File: config.mk
export PLATFORM = sky130hd
export DESIGN_NAME = mux_rr_arbiter
export DESIGN_NICKNAME = d
export VERILOG_FILES = /design/src/rtl/mux_rr_arbiter.sv
export SDC_FILE = /design/constraint.sdc
export NUM_CORES = 1
export LEC_CHECK = 0
export BUFFER_PORTS_ARGS = -buffer_cell sky130_fd_sc_hd__buf_2
export CORE_ASPECT_RATIO = 0.9
export CORE_MARGIN = 4
export CORE_UTILIZATION = 50
export DETAILED_ROUTE_END_ITERATION = 10
export HOLD_SLACK_MARGIN = 0.03
export PLACE_DENSITY = 0.77
export RECOVER_POWER = 25
export SYNTH_ARGS = -nofsm -noshare
export SYNTH_HDL_FRONTEND = slang
export SYNTH_SLANG_ARGS = --single-unit
File: constraint.sdc
create_clock -name clk -period 4.29 [get_ports clk]
set_input_delay 0.429 -clock clk [delete_from_list [all_inputs] [get_ports clk]]
set_output_delay 0.429 -clock clk [all_outputs]
set_load 0.01 [all_outputs]
File: src/rtl/mux_rr_arbiter.sv
// Four-requester round-robin arbiter that owns a shared 4:1 mux tree (two levels
// of 2:1 cells) and presents the owner's word on a valid/ready output port.
module mux_rr_arbiter #(
   parameter int WIDTH = 1,
   parameter int CNT_W = 8
) (
   input  logic                 clk,
   input  logic                 rst,
   input  logic [3:0]           req,
   input  logic [4*WIDTH-1:0]   in_data,
   input  logic                 out_ready,
   output logic                 out_valid,
   output logic [WIDTH-1:0]     out_data,
   output logic [3:0]           grant,
   output logic [1:0]           sel,
   output logic [3:0]           ack,
   output logic [CNT_W-1:0]     xfer_count
);

   typedef enum logic {IDLE, BUSY} state_t;

   state_t           state, state_n;
   logic [3:0]       grant_n;
   logic [1:0]       sel_n;
   logic [1:0]       ptr, ptr_n;
   logic [CNT_W-1:0] cnt_n;
   logic [2:0]       pick;
   logic             accept;
   logic [WIDTH-1:0] lo_pair, hi_pair;

   // Returns {found, index} of the first set bit of vec scanning upward from start.
   function automatic logic [2:0] rr_pick(input logic [3:0] vec, input logic [1:0] start);
      logic [2:0] r;
      logic [1:0] idx;
      r = 3'b000;
      for (int i = 3; i >= 0; i--) begin
         idx = start + 2'(i);
         if (vec[idx]) r = {1'b1, idx};
      end
      return r;
   endfunction

   always_ff @(posedge clk) begin
      if (rst) begin
         state      <= IDLE;
         grant      <= '0;
         sel        <= '0;
         ptr        <= '0;
         xfer_count <= '0;
      end else begin
         state      <= state_n;
         grant      <= grant_n;
         sel        <= sel_n;
         ptr        <= ptr_n;
         xfer_count <= cnt_n;
      end
   end

   always_comb begin
      state_n = state;
      grant_n = grant;
      sel_n   = sel;
      ptr_n   = ptr;
      cnt_n   = xfer_count;
      pick    = 3'b000;
      unique case (state)
         IDLE: begin
            if (|req) begin
               pick    = rr_pick(req, ptr);
               state_n = BUSY;
               sel_n   = pick[1:0];
               grant_n = 4'b0001 << pick[1:0];
            end
         end
         BUSY: begin
            if (accept) begin
               cnt_n = xfer_count + CNT_W'(1);
               ptr_n = sel + 2'd1;
               // The outgoing owner is masked so a lone requester goes back through IDLE.
               pick  = rr_pick(req & ~grant, sel + 2'd1);
               if (pick[2]) begin
                  sel_n   = pick[1:0];
                  grant_n = 4'b0001 << pick[1:0];
               end else begin
                  state_n = IDLE;
                  grant_n = '0;
               end
            end else if (!req[sel]) begin
               state_n = IDLE;
               grant_n = '0;
            end
         end
         default: begin
            state_n = IDLE;
            grant_n = '0;
         end
      endcase
   end

   always_comb begin
      out_valid = (state == BUSY);
      accept    = out_valid & out_ready;
      ack       = {4{accept}} & grant;
      lo_pair   = sel[0] ? in_data[WIDTH +: WIDTH]   : in_data[0 +: WIDTH];
      hi_pair   = sel[0] ? in_data[3*WIDTH +: WIDTH] : in_data[2*WIDTH +: WIDTH];
      out_data  = out_valid ? (sel[1] ? hi_pair : lo_pair) : '0;
   end

endmodule

# [Yosys cells after proc, flatten, opt, wreduce, memory -nomap -nowiden]
# Cells that the tools add are included.
[word_totals] wordCells=85 register_bits=17 out_inout_bits=20 inputBits=11
[op_classes] muxes=48 bitwise_logic=5 magnitude_cmp=9 shifts=2 n_reduce_logical=4 addsub=8 n_eq_ne=4
[ops] operator="2-bit by 3-bit < comparator with 1-bit output, second input constant" n=9
[ops] operator="1-bit binary-select mux with 2-bit select" n=9
[ops] operator="2-bit two-way mux" n=9
[ops] operator="3-bit two-way mux" n=6
[ops] operator="1-bit two-way mux" n=17
[ops] operator="4-bit two-way mux" n=4
[ops] operator="2-bit adder, second input constant" n=4
[ops] operator="8-bit by 1-bit adder with 8-bit output, second input constant" n=1
[ops] operator="4-bit bitwise AND" n=2
[ops] operator="4-bit one-hot mux with 2 select lines" n=1
[ops] operator="1-bit by 2-bit left shift with 4-bit output, first input constant" n=2
[ops] operator="2-bit by 1-bit adder with 2-bit output, second input constant" n=3
[ops] operator="2-bit by 1-bit inequality test with 1-bit output, second input constant" n=2
[ops] operator="4-bit inverter" n=1
[ops] operator="2-bit one-hot mux with 2 select lines" n=1
[ops] operator="2-bit AND reduction" n=2
[ops] operator="4-bit OR reduction" n=1
[ops] operator="3-bit inequality test, second input constant" n=1
[ops] operator="3-bit AND reduction" n=1
[ops] operator="2-bit inequality test, second input constant" n=1
[ops] operator="1-bit one-hot mux with 2 select lines" n=1
[ops] operator="1-bit bitwise AND" n=1
[ops] operator="1-bit inverter" n=1

# [Logic depth before layout (Yosys ltp)]
# Gate-level depths: netlist of run 1.
[depth] word_depth=14 depth_mapped=6 depth_no_buf=5

# [Worst setup path after synthesis of run 1]
# No wires, ideal clock.
[synth_timing] path_type="register to output" startpoint="register sel[0]" endpoint="output port out_data" stages_incl_launch_ff=4 required_ps=3861 n_path_buf=1 arrival_time_ps=1280 path_slack_ps=2581 path_cell_list="dfxtp_1 buf_2 mux4_2 and2_1"
[synth_between] elab_chain_len=3 elab_cells_between_ends=4 cone_classes="mux (4)"
[synth_rtl] item="from (decl)" line="15" source="output logic [1:0] sel,"
[synth_rtl] item="from (signal assigned)" line="53" source="sel <= sel_n;"
[synth_rtl] item="1-bit two-way mux (on tied branches)" line="104, 105"
[synth_rtl] item="1-bit two-way mux (*) (2 in series)" line="106" source="out_data = out_valid ? (sel[1] ? hi_pair : lo_pair) : '0;"
[synth_rtl] item="to (decl)" line="13" source="output logic [WIDTH-1:0] out_data,"
# Every way passes the cells marked *; elsewhere a longest branch is shown, timed or not.

# [Worst setup path after layout of run 1]
# Same ends and word-level chain as after synthesis.

==> metrics.md, run 1 <==
| Metric | Value |
|---|---|
| CTS max path bufs | `2` |
| CP endpoint kind | `primary output` |
| Syn Std Cell Area | `1085 um^2` |
| Synth top area cells | `dfxtp_1 (31%), nor2_1 (5.5%), nand2_1 (3.5%), a21oi_1 (3.2%), xor2_1 (3.2%)` |
| Setup_tns | `0 ns` |
| Final Max Tran Viols | `0` |
| R2R depth | `4` |
| Detail Placement HPWL | `approximately 2.1 mm` |
| First-pass GRT wire length | `4.795 mm` |
| Hold buffers post-CTS | `0` |
| Syn Inst Count | `130` |
| Post-synthesis sequential area ratio | `31.37%` |
| Remaining antenna violation count | `0` |
| Wire length per cell | `around 15 um` |
| Top-area cell type share of the netlist area | `about a third` |
| Initial antenna violation count | `0` |
| Worst-path clk slew | `0.10 ns` |
| Fmax | `0.4506 GHz` |
| Drt pass-1 iters | `4` |
| Max-Cap Viols | `0` |
| Die Height | `52.19 um` |
| Fill cells | `roughly 190` |
| Ys flop type | `dfxtp_1` |
| Avg Cell Area, Syn | `approximately 8.3 um^2` |
| Fin crit period | `2.219 ns` |
| Gpl congestion | `approximately 0.9` |
| Fraction of registers with async set/reset | `0%` |
| Placeable Area | `1989 um^2` |
| Clk root buf | `clkbuf_4` |
| Vias in the first global route | `1052` |
| Synthesis Warnings | `0` |
| WL final | `2.716 mm` |
| Area of the multi-input gates | `689.4 um^2` |
| Hold slack final | `0.4975 ns` |
| Static Leak | `0.5161 nW` |
| CP top delay family | `flip-flops` |
| Starting Density | `54.53%` |
| Hold_sp | `xfer_count[7]$_SDFFE_PP0P_` |
| Final std cells w/o fill | `182` |
| Actual slew at the worst max-slew pin | `0.4945 ns` |
| H-tree Lvls | `1` |
| CP arrival | `1.79 ns` |
| Placed instance count | `178` |
| Worst-Skew Late Latency | `~0.29 ns` |
| DR vias | `1067` |
| Hold crit path type | `reg2reg` |
| Post-CTS setup buffers | `0` |
| Cell Rows | `15` |
| Max rail drop VDD | `221.2 uV` |
| Cts bufs inserted | `3` |
| Hold EP | `xfer_count[7]$_SDFFE_PP0P_` |
| Power per Cell Area | `313.0 nW/um^2` |
| Maximum fanout along the worst path | `10` |
| Post-synthesis register bit count | `17` |
| Slew margin rel. | `66.99%` |
| Slowest stage delay, CP | `0.64 ns` |
| Post_cts resized | `0` |
| Total gr overflow | `0` |
| Fin crit share | `around half` |
| DRT iter0 DRCs | `29` |
| Number of diodes | `0` |
| Final setup vio count | `0` |
| Synth unique cells | `43` |
| Avg Vias per Cell | `5.863` |
| Area occupied by registers | `between 300 and 400 um^2` |
| Total power | `0.3908 mW` |
| Clock sink count | `17` |
| Die W | `57.10 um` |
| Data required time of the worst path | `approximately 3.9 ns` |
| CTS tree | `done` |
| R2R Path End | `grant[1]$_SDFFE_PP0P_` |
| R2R setup slack | `2.39 ns` |
| Startpoint Class | `register` |
| Layout area overhead | `15.11%` |
| Setup CP Type | `reg2out` |
| Overall routing resource usage | `20.64%` |
| Die area | `slightly below 3000 um^2` |
| Outcome | `complete, no violations` |
| Buf/Inv on CP | `1` |
| Final Hold Vio Count | `0` |
| Number of flops mapped to enable cells by yosys | `0` |
| Yosys top cell by area | `dfxtp_1` |
| Cell depth of the worst hold path | `2` |
| Fraction of layout instances using a drive strength above 1 | `21.66%` |
| Post-Syn Nets | `142` |
| RSZ-0062 raised after global routing | `false` |
| Skew final | `roughly 0.0053 ns` |
| Largest net degree at the start of global routing | `19` |
| Final nets | `170` |
| Slowest CP cell | `dfxtp_1` |
| Reg2Reg Launch Point | `out_valid$_SDFF_PP0_` |
| DRC Markers | `0` |
| # port buffers | `30` |
| Cells along the critical path | `mux4_2 -> and2_1 -> buf_2` |
| IO Count | `31` |
==> worst register-to-register path, cell delays in order, from the launching register on <==
cell and delay [ns]:
dfxtp_1 0.64, and2_1 0.38, o41ai_2 0.17, or3_1 0.33, a311oi_1 0.29
==> synth_stat cells (all sizes together) (3+ instances only) <==
library cell  count
dfxtp            17
nor2             16
nand2            10
a21oi             7
inv               6
and3              5
nand2b            5
a211oi            4
clkbuf            4
o21ai             4
or3               4
xor2              4
and2b             3
buf               3
mux2i             3
nand4             3
==> per-stage QoR <==
step	setup WS [ns]	util (%)	area, um^2
finish	2.071	62.77	1249
CTS	2.070	63.33	1260
detailed placement	2.399	62.01	1234
floorplan	2.581	-	1085
global placement	2.409	62.01	1234
global route	1.986	62.77	1249
==> power breakdown <==
part	internal (mW)	switching [mW]
Sequential	0.169	0.0208
Clock	0.0361	0.0496
Combinational	0.0529	0.0625
Total	0.258	0.133
==> per-layer routing <==
metal / share of wire [%] / vias to the layer above / global-route usage (%)
met5: 0 / - / 0
met4: 0.48 / 0 / 2.703
met3: 6.9 / 2 / 4.680
met2: 48 / 35 / 36.50
met1: 44 / 501 / 26.36
li1: - / 529 / -
==> worst max-delay path by stage <==
stage	start	endpoint	slack, ns	depth (start not counted)
floorplan	sel[0]$_SDFFE_PP0P_	out_data	2.58	3
global placement	sel[0]$_SDFFE_PP0P_	out_data	2.41	3
CTS	sel[0]$_SDFFE_PP0P_	out_data	2.07	3
finish	sel[0]$_SDFFE_PP0P_	out_data	2.07	3
detailed placement	sel[0]$_SDFFE_PP0P_	out_data	2.40	3
global route	sel[0]$_SDFFE_PP0P_	out_data	1.99	3
==> flip-flops by register name, indices dropped and copies added (netlist names) <==
name        flops
ptr             2
sel             2
grant           4
out_valid       1
xfer_count      8
==> layout by cell type, fill, tap and decap left out, types with 4 or more instances in the layout <==
cell	instances
buf_2	21
dfxtp_1	17
nor2_1	16
nand2_1	10
clkbuf_1	10
a21oi_1	7
inv_1	6
and3_1	5
xor2_1	4
o21ai_0	4
or3_1	4
nand2b_1	4
a211oi_1	4
==> cells by family after synthesis <==
logic type      Yosys count  synth area share (%)
compound gates           35                 26.53
xor+xnor                  6                 4.844
fa+ha+maj                 1                 1.153
buf+inv                  13                 5.075
flops                    17                 31.37
mux                       4                 4.844
simple gates             54                 26.18
==> area by class of cell <==
cell class | count | share of cell area [%]
Multi-Input combinational cell | 100 | 55.21
Tap cell | 25 | 2.505
Clock buffer | 4 | 2.104
Sequential cell | 17 | 27.25
Inverter | 6 | 1.804
Timing Repair Buffer | 30 | 11.12
(Power assumes the default switching activity.)
==> run 2, diff against run 1 <==
--- a/config.mk
+++ b/config.mk
@@ -5,13 +5,14 @@
 export SDC_FILE = /design/constraint.sdc
 export NUM_CORES = 1
 export LEC_CHECK = 0
+export ABC_AREA = 1
 export BUFFER_PORTS_ARGS = -buffer_cell sky130_fd_sc_hd__buf_2
 export CORE_ASPECT_RATIO = 0.9
 export CORE_MARGIN = 4
-export CORE_UTILIZATION = 50
+export CORE_UTILIZATION = 48
 export DETAILED_ROUTE_END_ITERATION = 10
 export HOLD_SLACK_MARGIN = 0.03
-export PLACE_DENSITY = 0.77
+export PLACE_DENSITY = 0.76
 export RECOVER_POWER = 25
 export SYNTH_ARGS = -nofsm -noshare
 export SYNTH_HDL_FRONTEND = slang
==> constraint.sdc (replaced) <==
create_clock -name clk -period 1.9 [get_ports clk]
set_input_delay 0.19 -clock clk [delete_from_list [all_inputs] [get_ports clk]]
set_output_delay 0.19 -clock clk [all_outputs]
set_load 0.01 [all_outputs]
==> run 2 against run 1 <==
Against the previous run: via count is 32% higher; register-to-register slack worse by 2.2 ns; area after synthesis is 20% higher; highest routed layer unchanged; wire length is 22% higher; critical path type is now reg2reg; largest power group is now combinational logic; critical path depth is 7 higher; sequential share of layout area is 4.2 points lower; worst hold slack worse by 0.44 ns; final cell count is 51% higher; synthesized cell count is 65% higher.
==> metrics.md, run 2 <==
| Metric | Value |
|---|---|
| Outcome | `complete, no violations` |
| Yosys top cell by area | `dfxtp_1` |
| IO Count | `31` |
| Switch share | `46.60%` |
| R2R setup slack | `~0.21 ns` |
| CTS max path bufs | `2` |
| Most frequent cells in the layout | `nand2_1 (49), inv_1 (27), nor2_1 (27), nand3_1 (22), buf_2 (21)` |
| Synthesis Warnings | `0` |
| Number of diodes | `0` |
| Switching power | `roughly 0.63 mW` |
| Total gr overflow | `0` |
| CP arrival | `about 1.9 ns` |
| Hold buffers post-CTS | `0` |
| Die W | `62.81 um` |
| Clk root buf | `clkbuf_4` |
| Avg Cell Area, Syn | `6.035 um^2` |
| Wire length per cell | `approximately 12 um` |
| Top-area cell type share of the netlist area | `26.23%` |
| Avg Vias per Cell | `5.124` |
| Worst-path clk slew | `0.10 ns` |
| Power per Cell Area | `914.9 nW/um^2` |
| DRC Markers | `0` |
| Static Leak | `0.7396 nW` |
| Sequential share of power | `32.6%` |
| Post-Syn Nets | `227` |
| Syn Std Cell Area | `1297 um^2` |
| Worst-Skew Late Latency | `0.30 ns` |
| Setup_tns | `0 ns` |
| DRT iter0 DRCs | `91` |
| Max rail drop VDD | `510.0 uV` |
| Largest net degree at the start of global routing | `16` |
| Reg with most FFs | `xfer_count` |
| Max-Cap Viols | `0` |
| Vias in the first global route | `1215` |
| Most frequent cell after synthesis | `nand2_1` |
| WL final | `3.326 mm` |
| Synth unique cells | `27` |
| Most common cell after layout, fill and taps aside | `nand2_1` |
| Fill cells | `278` |
| Setup CP Type | `reg2reg` |
| Syn Inst Count | `215` |
| Placeable Area | `2510 um^2` |
| Starting Density | `51.69%` |
| Final Hold Vio Count | `0` |
| Initial antenna violation count | `0` |
| Layout area overhead | `13.69%` |
| Final setup vio count | `0` |
| Overall routing resource usage | `19.97%` |
| CTS tree | `done` |
| CP endpoint kind | `register` |
| # port buffers | `30` |
| Cell Rows | `17` |
| Cts bufs inserted | `3` |
| Maximum fanout along the worst path | `9` |
| Top post-synthesis cells by count | `nand2_1 (49), inv_1 (27), nor2_1 (27), nand3_1 (22), o21ai_0 (20)` |
| Hold slack final | `roughly 0.061 ns` |
| Final WS setup | `0.2133 ns` |
| DR vias | `about 1.4k` |
| Data required time of the worst path | `2.10 ns` |
| Total power | `around 1.3 mW` |
| Hold EP | `xfer_count[5]$_SDFFE_PP0P_` |
| RSZ-0062 raised after global routing | `false` |
| Post-synthesis sequential area ratio | `26.23%` |
| Max reg flops | `8` |
| Fmax | `0.5929 GHz` |
| Ys flop type | `dfxtp_1` |
| Pint | `0.7207 mW` |
| Number of flops mapped to enable cells by yosys | `0` |
| Reg2Reg Launch Point | `sel[0]$_SDFFE_PP0P_` |
| Slew margin rel. | `73.29%` |
| Fin crit share | `88.77%` |
| Detail Placement HPWL | `about 2.6 mm` |
| Die Height | `57.33 um` |
| Cell depth of the worst hold path | `2` |
| Final nets | `260` |
| Skew final | `0.003593 ns` |
| Die area | `about 3600 um^2` |
| Final Max Tran Viols | `0` |
| Clk network pwr share | `14.7%` |
| Post-CTS setup buffers | `0` |
| Hold_sp | `rst` |
| H-tree Lvls | `1` |
| Synth top area cells | `dfxtp_1 (26%), nand2_1 (14%), nand3_1 (8.5%), inv_1 (7.8%), nor2_1 (7.8%)` |
| Top flop regs | `xfer_count (8), grant (4)` |
| R2R depth | `10` |
| Clock sink count | `17` |
| Hold crit path type | `in2reg` |
| First-pass GRT wire length | `between 5 and 6 mm` |
| Combinational share of power | `52.7%` |
| Fraction of registers with async set/reset | `0%` |
| Drt pass-1 iters | `4` |
| Remaining antenna violation count | `0` |
| Fin crit period | `1.687 ns` |
| R2R Path End | `sel[1]$_SDFFE_PP0P_` |
| Gpl congestion | `0.9307` |
| Startpoint Class | `register` |
| Fraction of layout instances using a drive strength above 1 | `between 15 and 20%` |
| Post_cts resized | `0` |
| Worst slack at placement | `0.2190 ns` |
| Actual slew at the worst max-slew pin | `~0.40 ns` |
| Post-synthesis register bit count | `17` |
## run 2: cell types whose count changed after synthesis, sizes merged, moves of 8 or more
cell	previous run	this run
nor2	16	29
o21ai	4	21
a21oi	7	15
nand2	10	58
nand3	0	24
inv	6	32
## run 2: critical path, cell delays in order, from the launching register on
cell and delay [ns]:
dfxtp_1 0.45, buf_4 0.21, nand3_1 0.09, nand2_1 0.10, nand2_1 0.08, nand2_2 0.11
nor2_2 0.06, o21ai_2 0.19, nand2_1 0.10, a21oi_1 0.14, nor2_1 0.05
## run 2: worst max path at each step
stage / to / startpoint / cells past startpoint / slack [ns]
3_3_place_gp: sel[1]$_SDFFE_PP0P_ / sel[0]$_SDFFE_PP0P_ / 10 / 0.25
3_5_place_dp: sel[1]$_SDFFE_PP0P_ / sel[0]$_SDFFE_PP0P_ / 10 / 0.22
2_1_floorplan: sel[1]$_SDFFE_PP0P_ / sel[0]$_SDFFE_PP0P_ / 9 / 0.40
4_1_cts: sel[1]$_SDFFE_PP0P_ / sel[0]$_SDFFE_PP0P_ / 10 / 0.20
5_1_grt: sel[1]$_SDFFE_PP0P_ / sel[0]$_SDFFE_PP0P_ / 10 / 0.03
6_report: sel[1]$_SDFFE_PP0P_ / sel[0]$_SDFFE_PP0P_ / 10 / 0.21
## run 2: stage by stage
step / utilization (%) / cells / instance area (um^2)
4_1_cts: 59.22 / 275 / 1486
3_5_place_dp: 58.18 / 271 / 1460
3_3_place_gp: 58.18 / 271 / 1460
6_report: 58.77 / 275 / 1475
5_1_grt: 58.77 / 275 / 1475
2_1_floorplan: - / 215 / 1297
## run 2: final cells by class
type,instances,area (um^2),share of cell area (%)
clock buffers,4,26.28,1.781
inverters,32,120.1,8.143
multi-input cells,161,792.0,53.69
flip-flops and latches,17,340.3,23.07
well taps,28,35.03,2.375
repair buffers,33,161.4,10.94
## run 2: kinds of logic (layout without fill, tap and decap cells)
group,count (synthesis),in the layout,synth area share (%)
AO/OA/AOI/OAI,39,39,15.91
AND/OR/NAND/NOR,119,119,42.24
XOR/XNOR,2,2,1.929
flip-flops,17,17,26.23
adder cells (fa/ha/maj),1,1,0.9642
buffers and inverters,37,69,12.73
## run 2: metal layers
metal	track usage, %	wire length [um]
met3	5.906	236
met1	27.49	1671
met2	28.72	1361
met5	0	0
met4	9.119	56
## run 2: power groups by stage
| stage | registers [mW] | logic (mW) | clock network, mW |
|---|---|---|---|
| floorplan | 0.447 | 0.556 | 0 |
| global placement | 0.447 | 0.708 | 0 |
| detailed placement | 0.446 | 0.712 | 0 |
| CTS | 0.439 | 0.715 | 0.207 |
| global route | 0.447 | 0.803 | 0.224 |
| finish | 0.440 | 0.712 | 0.198 |
